`src/rtl/pht_lookup.sv`:
```
// Pattern history table of 2-bit direction counters: registered lookup with
// ready/valid backpressure, resolution write-back and a saturating mispredict count.
module pht_lookup #(
    parameter int unsigned IDX_W      = 6,
    parameter logic [1:0]  INIT_STATE = 2'b01
) (
    input  logic             clk,
    input  logic             rst,
    input  logic             req_valid,
    input  logic [IDX_W-1:0] req_idx,
    output logic             req_ready,
    output logic             rsp_valid,
    input  logic             rsp_ready,
    output logic [IDX_W-1:0] rsp_idx,
    output logic [1:0]       rsp_state,
    output logic             rsp_taken,
    input  logic             upd_valid,
    input  logic [IDX_W-1:0] upd_idx,
    input  logic [1:0]       upd_state,
    input  logic             upd_taken,
    output logic             mispredict,
    output logic [15:0]      mispredict_cnt
);
    localparam int unsigned ENTRIES = 2 ** IDX_W;

    logic [1:0]       table_q [ENTRIES];
    logic [1:0]       table_d [ENTRIES];
    logic             rsp_valid_q, rsp_valid_d;
    logic [IDX_W-1:0] rsp_idx_q, rsp_idx_d;
    logic [1:0]       rsp_state_q, rsp_state_d;
    logic             mispredict_q, mispredict_d;
    logic [15:0]      cnt_q, cnt_d;

    logic             upd_miss;
    logic [1:0]       upd_next_state;
    logic             req_fire;

    // Next counter value derives from the state carried with the branch,
    // not from whatever the table holds now.
    always_comb begin
        upd_miss       = upd_state[1] != upd_taken;
        upd_next_state = upd_state;
        case ({upd_state, upd_miss})
            3'b000:  upd_next_state = 2'b00;
            3'b001:  upd_next_state = 2'b01;
            3'b010:  upd_next_state = 2'b00;
            3'b011:  upd_next_state = 2'b10;
            3'b100:  upd_next_state = 2'b11;
            3'b101:  upd_next_state = 2'b01;
            3'b110:  upd_next_state = 2'b11;
            3'b111:  upd_next_state = 2'b10;
            default: upd_next_state = upd_state;
        endcase
    end

    always_comb begin
        for (int i = 0; i < ENTRIES; i++) begin
            table_d[i] = table_q[i];
        end
        if (upd_valid) begin
            table_d[upd_idx] = upd_next_state;
        end
    end

    always_comb begin
        req_ready   = !rsp_valid_q || rsp_ready;
        req_fire    = req_valid && req_ready;
        rsp_valid_d = req_fire || (rsp_valid_q && !rsp_ready);
        rsp_idx_d   = rsp_idx_q;
        rsp_state_d = rsp_state_q;
        // Same-edge update to the looked-up entry wins (write-first).
        if (req_fire) begin
            rsp_idx_d   = req_idx;
            rsp_state_d = (upd_valid && (upd_idx == req_idx)) ? upd_next_state
                                                              : table_q[req_idx];
        end
    end

    always_comb begin
        mispredict_d = upd_valid && upd_miss;
        cnt_d        = cnt_q;
        if (mispredict_d && (cnt_q != 16'hFFFF)) begin
            cnt_d = cnt_q + 16'd1;
        end
    end

    always_ff @(posedge clk or posedge rst) begin
        if (rst) begin
            for (int i = 0; i < ENTRIES; i++) begin
                table_q[i] <= INIT_STATE;
            end
            rsp_valid_q  <= 1'b0;
            rsp_idx_q    <= '0;
            rsp_state_q  <= 2'b00;
            mispredict_q <= 1'b0;
            cnt_q        <= 16'd0;
        end else begin
            for (int i = 0; i < ENTRIES; i++) begin
                table_q[i] <= table_d[i];
            end
            rsp_valid_q  <= rsp_valid_d;
            rsp_idx_q    <= rsp_idx_d;
            rsp_state_q  <= rsp_state_d;
            mispredict_q <= mispredict_d;
            cnt_q        <= cnt_d;
        end
    end

    assign rsp_valid      = rsp_valid_q;
    assign rsp_idx        = rsp_idx_q;
    assign rsp_state      = rsp_state_q;
    assign rsp_taken      = rsp_state_q[1];
    assign mispredict     = mispredict_q;
    assign mispredict_cnt = cnt_q;

endmodule

```
`config.mk`:
```
export PLATFORM = sky130hd
export DESIGN_NAME = pht_lookup
export DESIGN_NICKNAME = d
export VERILOG_FILES = /design/src/rtl/pht_lookup.sv
export SDC_FILE = /design/constraint.sdc
export NUM_CORES = 1
export LEC_CHECK = 0
export ABC_AREA = 1
export CAP_MARGIN = 0
export CORE_UTILIZATION = 40
export CTS_CLUSTER_DIAMETER = 100
export DETAILED_ROUTE_END_ITERATION = 7
export GPL_TIMING_DRIVEN = 1
export MAX_ROUTING_LAYER = met4
export PLACE_DENSITY = 0.58
export SLEW_MARGIN = 5
export SYNTH_ARGS = -nofsm -noshare
export SYNTH_HDL_FRONTEND = slang
export SYNTH_SLANG_ARGS = --single-unit
```
`constraint.sdc`:
```
create_clock -name clk -period 5.2 [get_ports clk]
set_clock_uncertainty 0.2 [all_clocks]
set_input_delay 1.04 -clock clk [delete_from_list [all_inputs] [get_ports clk]]
set_output_delay 1.04 -clock clk [all_outputs]
set_load 0.01 [all_outputs]
```
-- Yosys cells after proc, flatten, opt, wreduce, memory -nomap -nowiden
Memory sizes are Yosys's and may differ from the RTL's.
Index checks and enable logic that the tools add are counted.
- register bits: 154
- memory bits (read-only): 16
- bits of input ports: 20
- output and inout port bits: 28
- logic and storage cells: 96
- memories: 1
- memories (memory ; words ; width ; rd ports ; clocked after memory_dff ; wr ports ; line ; RTL):
    (no name shown) ; 8 ; 2 ; 1 ; 0 ; 0 ; 43 ; case ({upd_state, upd_miss})
- add/subtract/negate cells: 1
- $lt $le $gt $ge: 3
- equal/unequal tests: 3
- muxes and demuxes: 7
- bitwise operators: 2
- reduce and logical (&&, ||, !) cells: 10
- operator list (operator ; count):
    128-bit bitwise mux ; 1
    16-bit by 1-bit adder with 16-bit output, second input constant ; 1
    16-bit inequality test, second input constant ; 1
    7-bit greater-or-equal comparator, second input constant ; 2
    6-bit NOT with 7-bit output ; 2
    2-bit binary-select mux with 6-bit select ; 1
    2-bit demux with 6-bit select ; 1
    2-bit 2-to-1 mux ; 4
    7-bit by 1-bit < comparator with 1-bit output, second input constant ; 1
    6-bit equality test ; 1
    1-bit logical AND ; 6
    1-bit logical NOT ; 2
    1-bit logical OR ; 2
    1-bit inequality test ; 1

-- Logic depth before layout (Yosys ltp)
Gate-level depths: netlist (run 1).
- depth after elaboration: 6
- depth in mapped cells: 13
- depth with buffers taken out: 11

-- Worst setup path before layout (run 1)
Ideal clock, no wire load.
- path kind: input to register
- from: in req_idx[1]
- to: reg rsp_state_q[0], in the netlist rsp_state[0]
- setup time: 116 ps
- data arrival time: 2109 ps
- required time: 4884 ps
- path slack: 2775 ps
- stages on the path: 9
- path buffers: 2
- cells stage by stage: buf_2 -> clkinv_1 -> clkbuf_1 -> a21oi_1 -> nand4_1 -> o21ai_0 -> inv_1 -> nand2_1 -> nand2_1
- longest elaborated chain between the ends: 5
- elaborated cells between the ends (all ways): 7
- classes of those cells: eq/ne (1); mux (4); bitwise (1); reduce/logical (1)
- RTL lines (what ; line ; RTL):
    start: declaration ; 10 ; input logic [IDX_W-1:0] req_idx,
    6-bit NOT with 7-bit output (implied by the code) ; 75 ; : table_q[req_idx];
    2-bit binary-select mux with 6-bit select ; 75 ;
    2-bit 2-to-1 mux (implied by the code) (2 in a row) ; 75 ;
    2-bit 2-to-1 mux (*) ; 74 ; rsp_state_d = (upd_valid && (upd_idx == req_idx)) ? upd_next_state
    end signal: assignment ; 103 ; rsp_state_q <= rsp_state_d;
    end: declaration ; 30 ; logic [1:0] rsp_state_q, rsp_state_d;
Mark *: on every way between the ends. The rest lies on a longest branch, timed or not. The select of a mux whose other input is x is not followed.
A chain may end at the register's enable or synchronous reset.

-- Final worst setup path (run 1)
- from: in rsp_ready
- to: out req_ready
- longest elaborated chain between the ends: 1
- RTL lines (what ; line ; RTL):
    start: declaration ; 13 ; input logic rsp_ready,
    1-bit logical OR ; 66 ; req_ready = !rsp_valid_q || rsp_ready;
    end: declaration ; 11 ; output logic req_ready,
Every way passes these cells.

==> impl_metrics.json, run 1 <==
{
  "hold_path_end": "table_q[119]$_DFFE_PP0P_",
  "maxClockFrequency_mhz": 295,
  "postSynthCellCount": 953,
  "clk_latency_ns": 0.43,
  "min_period_ns": 3.39,
  "boundaryPins": 48,
  "postRouteAntennaNets": 0,
  "first_global_vias": 6142,
  "worstSetupEndpointType": "primary output",
  "cts_root_buffer_type": "sky130_fd_sc_hd__clkbuf_16",
  "syn_area_um2": 7530,
  "drt-wirelength-per-cell_um": 16.4,
  "peakVddDrop_uv": 202,
  "globalRouteTotalUtil": 0.225,
  "grt_antenna_before_repair": 0,
  "routabilityCongestion": 0.829,
  "floorplan.die.width_um": 139,
  "period_utilization": 0.651,
  "dp_hpwl_mm": 12.6,
  "status": "finished, violations left",
  "failed_checks": "DRC",
  "timing.critical_path.from_type": "input pin",
  "design_power_total_uw": 3320,
  "syn_to_final_growth_pct": 16.1,
  "die_area_um2": 19400,
  "tritoncts_clock_tree": "built",
  "critical_path_class": "in2out",
  "crit-reg2reg-capture": "mispredict_cnt[7]$_DFFE_PP0P_",
  "cts_hold_repair.buffers": 0,
  "vias_per_cell": 5.17,
  "ys.warnings.count": 0,
  "drcViolationCount": 5,
  "report.final.hold_viol_count": 0,
  "layout.nets": 1006,
  "rr_worst_depth": 8,
  "synth_enable_flop_cells": 0,
  "dr_iter_0_viols": 492,
  "power.static_leakage_uw": 0.00373,
  "numCtsBuffers": 17,
  "core.rowCount": 49,
  "tightestPinTransition_ns": 1.10,
  "required_ns": 3.96,
  "via_count": 6339,
  "drive_above_1_share": 0.141,
  "critical_path_buf_inv_count": 3,
  "slowest_stage": "sky130_fd_sc_hd__clkdlybuf4s50_1",
  "mappedNetlistNets": 974,
  "maxSlewHeadroom": 0.266,
  "timing.final.ws_setup_ns": 1.81,
  "slew_violations": 0,
  "grt_first_pass_wirelength_mm": 32.8,
  "area_used_by_multi_input_combinational_logic_um2": 3220,
  "numClockSinks": 154,
  "totalWireLength_mm": 20.1,
  "port_buffers": 47,
  "synth_flop_cell": "sky130_fd_sc_hd__dfrtp_1",
  "worst_setup_hold_path_clk_slew_ns": 0.06,
  "detailedRoute.firstPassIterationCount": 7,
  "postSynthRegisterBits": 154,
  "grt_start_max_net_pins": 133,
  "pre_cts_ws_ns": 1.63,
  "postSynthAreaPerCell_um2": 7.91,
  "fill_cells": 1789,
  "worst_path_most_repeated_cell": "sky130_fd_sc_hd__clkdlybuf4s50_1",
  "n_antenna_cell": 0,
  "crit-reg2reg-launch": "mispredict_cnt[0]$_DFFE_PP0P_",
  "min_path_type": "reg2reg",
  "chipHeight_um": 139,
  "rsz0062_at_grt": "false",
  "powerDensity_nw_per_um2": 379,
  "mostFrequentLayoutCell": "sky130_fd_sc_hd__nand2_1",
  "rrSetupSlack_ns": 3.17,
  "max_stage_delay_ns": 0.54,
  "path_cells": "clkdlybuf4s50_1 > inv_1 > nand2_1 > clkdlybuf4s50_1",
  "asr_flop_ratio_synth": 1.00,
  "floorplan.initialDensity": 0.414,
  "synthDistinctLibCells": 28,
  "cts_repair_resize_count": 0,
  "cts_buffer_depth": 2,
  "postLayoutCoreUtil": 0.481,
  "critPathTopFamily": "buffers and inverters",
  "sequential_cell_area_um2": 3930,
  "clock_tree.htree_level_count": 4,
  "core_region_area_um2": 18200,
  "global_route.overflow_total": 0,
  "timing.max_cap.violations": 0,
  "critPathArrivalTime_ns": 2.15,
  "hp-start": "table_q[119]$_DFFE_PP0P_",
  "worst_hold_slack_ns": 0.284,
  "setup_viol": 0,
  "hold_path_depth": 2,
  "seq_area_frac_synth": 0.522,
  "tns_ns": 0,
  "post-cts-setup-buffers": 0,
  "mostFrequentLayoutCells": "295 x sky130_fd_sc_hd__nand2_1, 115 x sky130_fd_sc_hd__nand3_1, 92 x sky130_fd_sc_hd__nor2_1, 90 x sky130_fd_sc_hd__dfrtp_1, 75 x sky130_fd_sc_hd__o21ai_0",
  "critical_path.max_fanout": 3
}
state kept, by name, summed over array words and instances, names as in the netlist:
signal,cells
mispredict_cnt,16
rsp_state,2
table_q,128
mispredict,1
rsp_idx,6
rsp_valid,1
synthesized netlist by cell type (2+ instances only):
| library cell | count | area, um2 |
|---|---|---|
| sky130_fd_sc_hd__buf_4 | 3 | 22.5 |
| sky130_fd_sc_hd__inv_2 | 10 | 37.5 |
| sky130_fd_sc_hd__o21ai_0 | 75 | 375 |
| sky130_fd_sc_hd__nand3_1 | 115 | 576 |
| sky130_fd_sc_hd__nor2_1 | 92 | 345 |
| sky130_fd_sc_hd__nor3_2 | 7 | 70.1 |
| sky130_fd_sc_hd__xor2_1 | 10 | 87.6 |
| sky130_fd_sc_hd__xnor2_1 | 7 | 61.3 |
| sky130_fd_sc_hd__nand2_1 | 295 | 1110 |
| sky130_fd_sc_hd__nor4_4 | 2 | 42.5 |
| sky130_fd_sc_hd__dfstp_2 | 64 | 1680 |
| sky130_fd_sc_hd__dfrtp_1 | 90 | 2250 |
| sky130_fd_sc_hd__clkbuf_1 | 22 | 82.6 |
| sky130_fd_sc_hd__nand4_1 | 2 | 12.5 |
| sky130_fd_sc_hd__nor3_1 | 15 | 75.1 |
| sky130_fd_sc_hd__nor2_2 | 11 | 68.8 |
| sky130_fd_sc_hd__inv_1 | 38 | 143 |
| sky130_fd_sc_hd__o22ai_1 | 2 | 12.5 |
| sky130_fd_sc_hd__a21oi_1 | 65 | 325 |
| sky130_fd_sc_hd__buf_2 | 17 | 85.1 |
| sky130_fd_sc_hd__clkinv_1 | 4 | 15.0 |
stage by stage:
step / instances / area, um2
2_1_floorplan: 953 / 7540
3_3_place_gp: 1195 / 8200
3_5_place_dp: 1195 / 8200
4_1_cts: 1227 / 8750
5_1_grt: 1227 / 8750
6_report: 1227 / 8750
final cells by class:
type,count,area share
Tap cell,229,0.0327
Multi-Input combinational cell,704,0.368
Clock buffer,18,0.0502
Timing Repair Buffer,56,0.0638
Inverter,52,0.0227
Sequential cell,154,0.450
Clock inverter,14,0.0127
power by group:
group | leakage [uW] | switching (uW) | internal [uW] | total, uW
logic | 0.00163 | 330 | 239 | 570
registers | 0.00183 | 115 | 1450 | 1570
clock network | 0.000270 | 543 | 633 | 1180
total | 0.00373 | 989 | 2330 | 3320
logic make-up after synthesis:
kind of cell | share of synthesized area
xor+xnor | 0.0198
buf+inv | 0.0516
compound gates | 0.0953
fa+ha+maj | 0.00166
flops | 0.522
simple gates | 0.310
worst max path at each step:
stage / startpoint / to / cells after the start
CTS: rsp_ready / req_ready / 4
detailed placement: req_idx[2] / rsp_state[1]$_DFFE_PP0P_ / 11
finish: rsp_ready / req_ready / 4
global route: rsp_ready / req_ready / 4
floorplan: rst / mispredict$_DFF_PP0_ / 1
global placement: req_idx[2] / rsp_state[1]$_DFFE_PP0P_ / 11
metal layers:
| layer | vias up | global-route usage | wire length [um] |
|---|---|---|---|
| met5 | - | - | 0 |
| met1 | 2992 | 0.292 | 9320 |
| met4 | 0 | 0.0690 | 363 |
| met2 | 153 | 0.358 | 9510 |
| met3 | 24 | 0.0423 | 871 |
| li1 | 3170 | - | - |
tightest hold or removal path: cells and delay by family, from the launching register on:
kind,cells,cell delay [ns]
and+or+nand+nor,1,0.05
DFF,1,0.35
AOI/OAI and AO/OA,1,0.05
(Power assumes the default switching activity.)
==> run 2, diff against run 1 <==
Clock period 5.2 ns to 3.11 ns, I/O delays scaled along.
==> impl_metrics.json, run 2 (synthesis gave the netlist of run 1 again) <==
{
  "status": "finished, violations left",
  "failed_checks": "DRC",
  "setup_viol": 0,
  "global_route.overflow_total": 0,
  "mostFrequentLayoutCell": "sky130_fd_sc_hd__nand2_1",
  "grt_start_max_net_pins": 70,
  "layout.nets": 1028,
  "area_used_by_multi_input_combinational_logic_um2": 3220,
  "globalRouteTotalUtil": 0.230,
  "core_region_area_um2": 18200,
  "drt-wirelength-per-cell_um": 16.3,
  "port_buffers": 47,
  "dr_iter_0_viols": 509,
  "boundaryPins": 48,
  "grt_antenna_before_repair": 0,
  "n_antenna_cell": 0,
  "min_path_type": "reg2reg",
  "worstSetupEndpointType": "primary output",
  "power.share.sequential": 0.457,
  "first_global_vias": 6242,
  "slew_violations": 0,
  "tightestPinTransition_ns": 0.586,
  "dp_hpwl_mm": 13.3,
  "grt_first_pass_wirelength_mm": 33.3,
  "clk_latency_ns": 0.43,
  "power_frac_clock": 0.371,
  "worst_setup_hold_path_clk_slew_ns": 0.06,
  "floorplan.die.width_um": 139,
  "p_comb_frac": 0.172,
  "mostFrequentLayoutCells": "295 x sky130_fd_sc_hd__nand2_1, 115 x sky130_fd_sc_hd__nand3_1, 92 x sky130_fd_sc_hd__nor2_1, 90 x sky130_fd_sc_hd__dfrtp_1, 75 x sky130_fd_sc_hd__o21ai_0",
  "design_power_total_uw": 5740,
  "peakVddDrop_uv": 333,
  "timing.max_cap.violations": 0,
  "cts_root_buffer_type": "sky130_fd_sc_hd__clkbuf_16",
  "final_cells": 1249,
  "fill_cells": 1803,
  "tns_ns": 0,
  "cts_buffer_depth": 2,
  "sequential_cell_area_um2": 3930,
  "routabilityCongestion": 0.880,
  "rsz0062_at_grt": "false",
  "period_utilization": 0.821,
  "syn_to_final_growth_pct": 19.5,
  "postRouteAntennaNets": 0,
  "cts_repair_resize_count": 0,
  "post-cts-setup-buffers": 0,
  "numCtsBuffers": 17,
  "die_area_um2": 19400,
  "worst_hold_slack_ns": 0.282,
  "p_int_uw": 4120,
  "critical_path.max_fanout": 3,
  "required_ns": 2.29,
  "power.share.switching": 0.282,
  "numPlacedInstances": 1217,
  "totalWireLength_mm": 20.4,
  "maxSlewHeadroom": 0.607,
  "tritoncts_clock_tree": "built",
  "core.rowCount": 49,
  "report.final.hold_viol_count": 0,
  "drive_above_1_share": 0.159,
  "drcViolationCount": 5,
  "min_period_ns": 2.55,
  "top_register": "table_q",
  "number_of_flip_flops_under_the_largest_register_name": 128,
  "vias_per_cell": 5.15,
  "postLayoutCoreUtil": 0.494,
  "powerDensity_nw_per_um2": 638,
  "timing.critical_path.from_type": "input pin",
  "critPathArrivalTime_ns": 1.73,
  "cts_hold_repair.buffers": 0,
  "maxClockFrequency_mhz": 392,
  "critical_path_class": "in2out",
  "clock_tree.htree_level_count": 4,
  "detailedRoute.firstPassIterationCount": 7,
  "via_count": 6430,
  "floorplan.initialDensity": 0.414,
  "p_sw_uw": 1620,
  "numClockSinks": 154,
  "power.static_leakage_uw": 0.00386,
  "chipHeight_um": 139
}
-- run 2: path summary, 6_finish.rpt --
check                                                   start                            end  slack [ns]  depth (start not counted)
worst min register to register         rsp_idx[0]$_DFFE_PP0P_         rsp_idx[0]$_DFFE_PP0P_        0.28                          2
max in group asynchronous                                 rst        table_q[90]$_DFFE_PP1P_        1.78                          3
worst max register to register  mispredict_cnt[0]$_DFFE_PP0P_  mispredict_cnt[7]$_DFFE_PP0P_        1.10                          8
worst max-delay path                                rsp_ready                      req_ready        0.56                          4
worst min-delay path                   rsp_idx[0]$_DFFE_PP0P_         rsp_idx[0]$_DFFE_PP0P_        0.28                          2
min in group asynchronous                                 rst       table_q[110]$_DFFE_PP1P_        0.44                          2
-- run 2: critical path: stages --
cell and delay, ns:
sky130_fd_sc_hd__clkdlybuf4s50_1 0.45, sky130_fd_sc_hd__inv_1 0.04, sky130_fd_sc_hd__nand2_1 0.09, sky130_fd_sc_hd__clkdlybuf4s50_1 0.54
-- run 2: final cells by class --
type                    count  area share
clock buffers              18      0.0477
well taps                 229      0.0318
inverters                  52      0.0221
flip-flops and latches    154       0.437
multi-input cells         704       0.358
repair buffers             78      0.0845
clock inverters            14      0.0189
-- run 2: power by group through the flow --
stage	Combinational (uW)	Sequential, uW	Clock [uW]
finish	985	2630	2130
detailed placement	991	2650	0
global placement	972	2650	0
CTS	994	2620	2170
global route	1120	2670	2250
floorplan	622	2640	0
-- run 2: per-layer routing --
metal | GRT usage | routed length (um) | share of wire | vias to the layer above
met5 | - | 0 | 0 | -
met4 | 0.0708 | 252 | 0.012 | 0
met3 | 0.0447 | 916 | 0.045 | 21
met2 | 0.357 | 9510 | 0.47 | 141
met1 | 0.304 | 9670 | 0.48 | 3066
li1 | - | - | - | 3202
-- run 2: per-stage QoR --
step / instance area, um2 / worst slack [ns]
2_1_floorplan: 7540 / 0.395
3_3_place_gp: 8400 / 0.333
3_5_place_dp: 8400 / 0.289
4_1_cts: 9000 / 0.544
5_1_grt: 9000 / 0.518
6_report: 9000 / 0.556
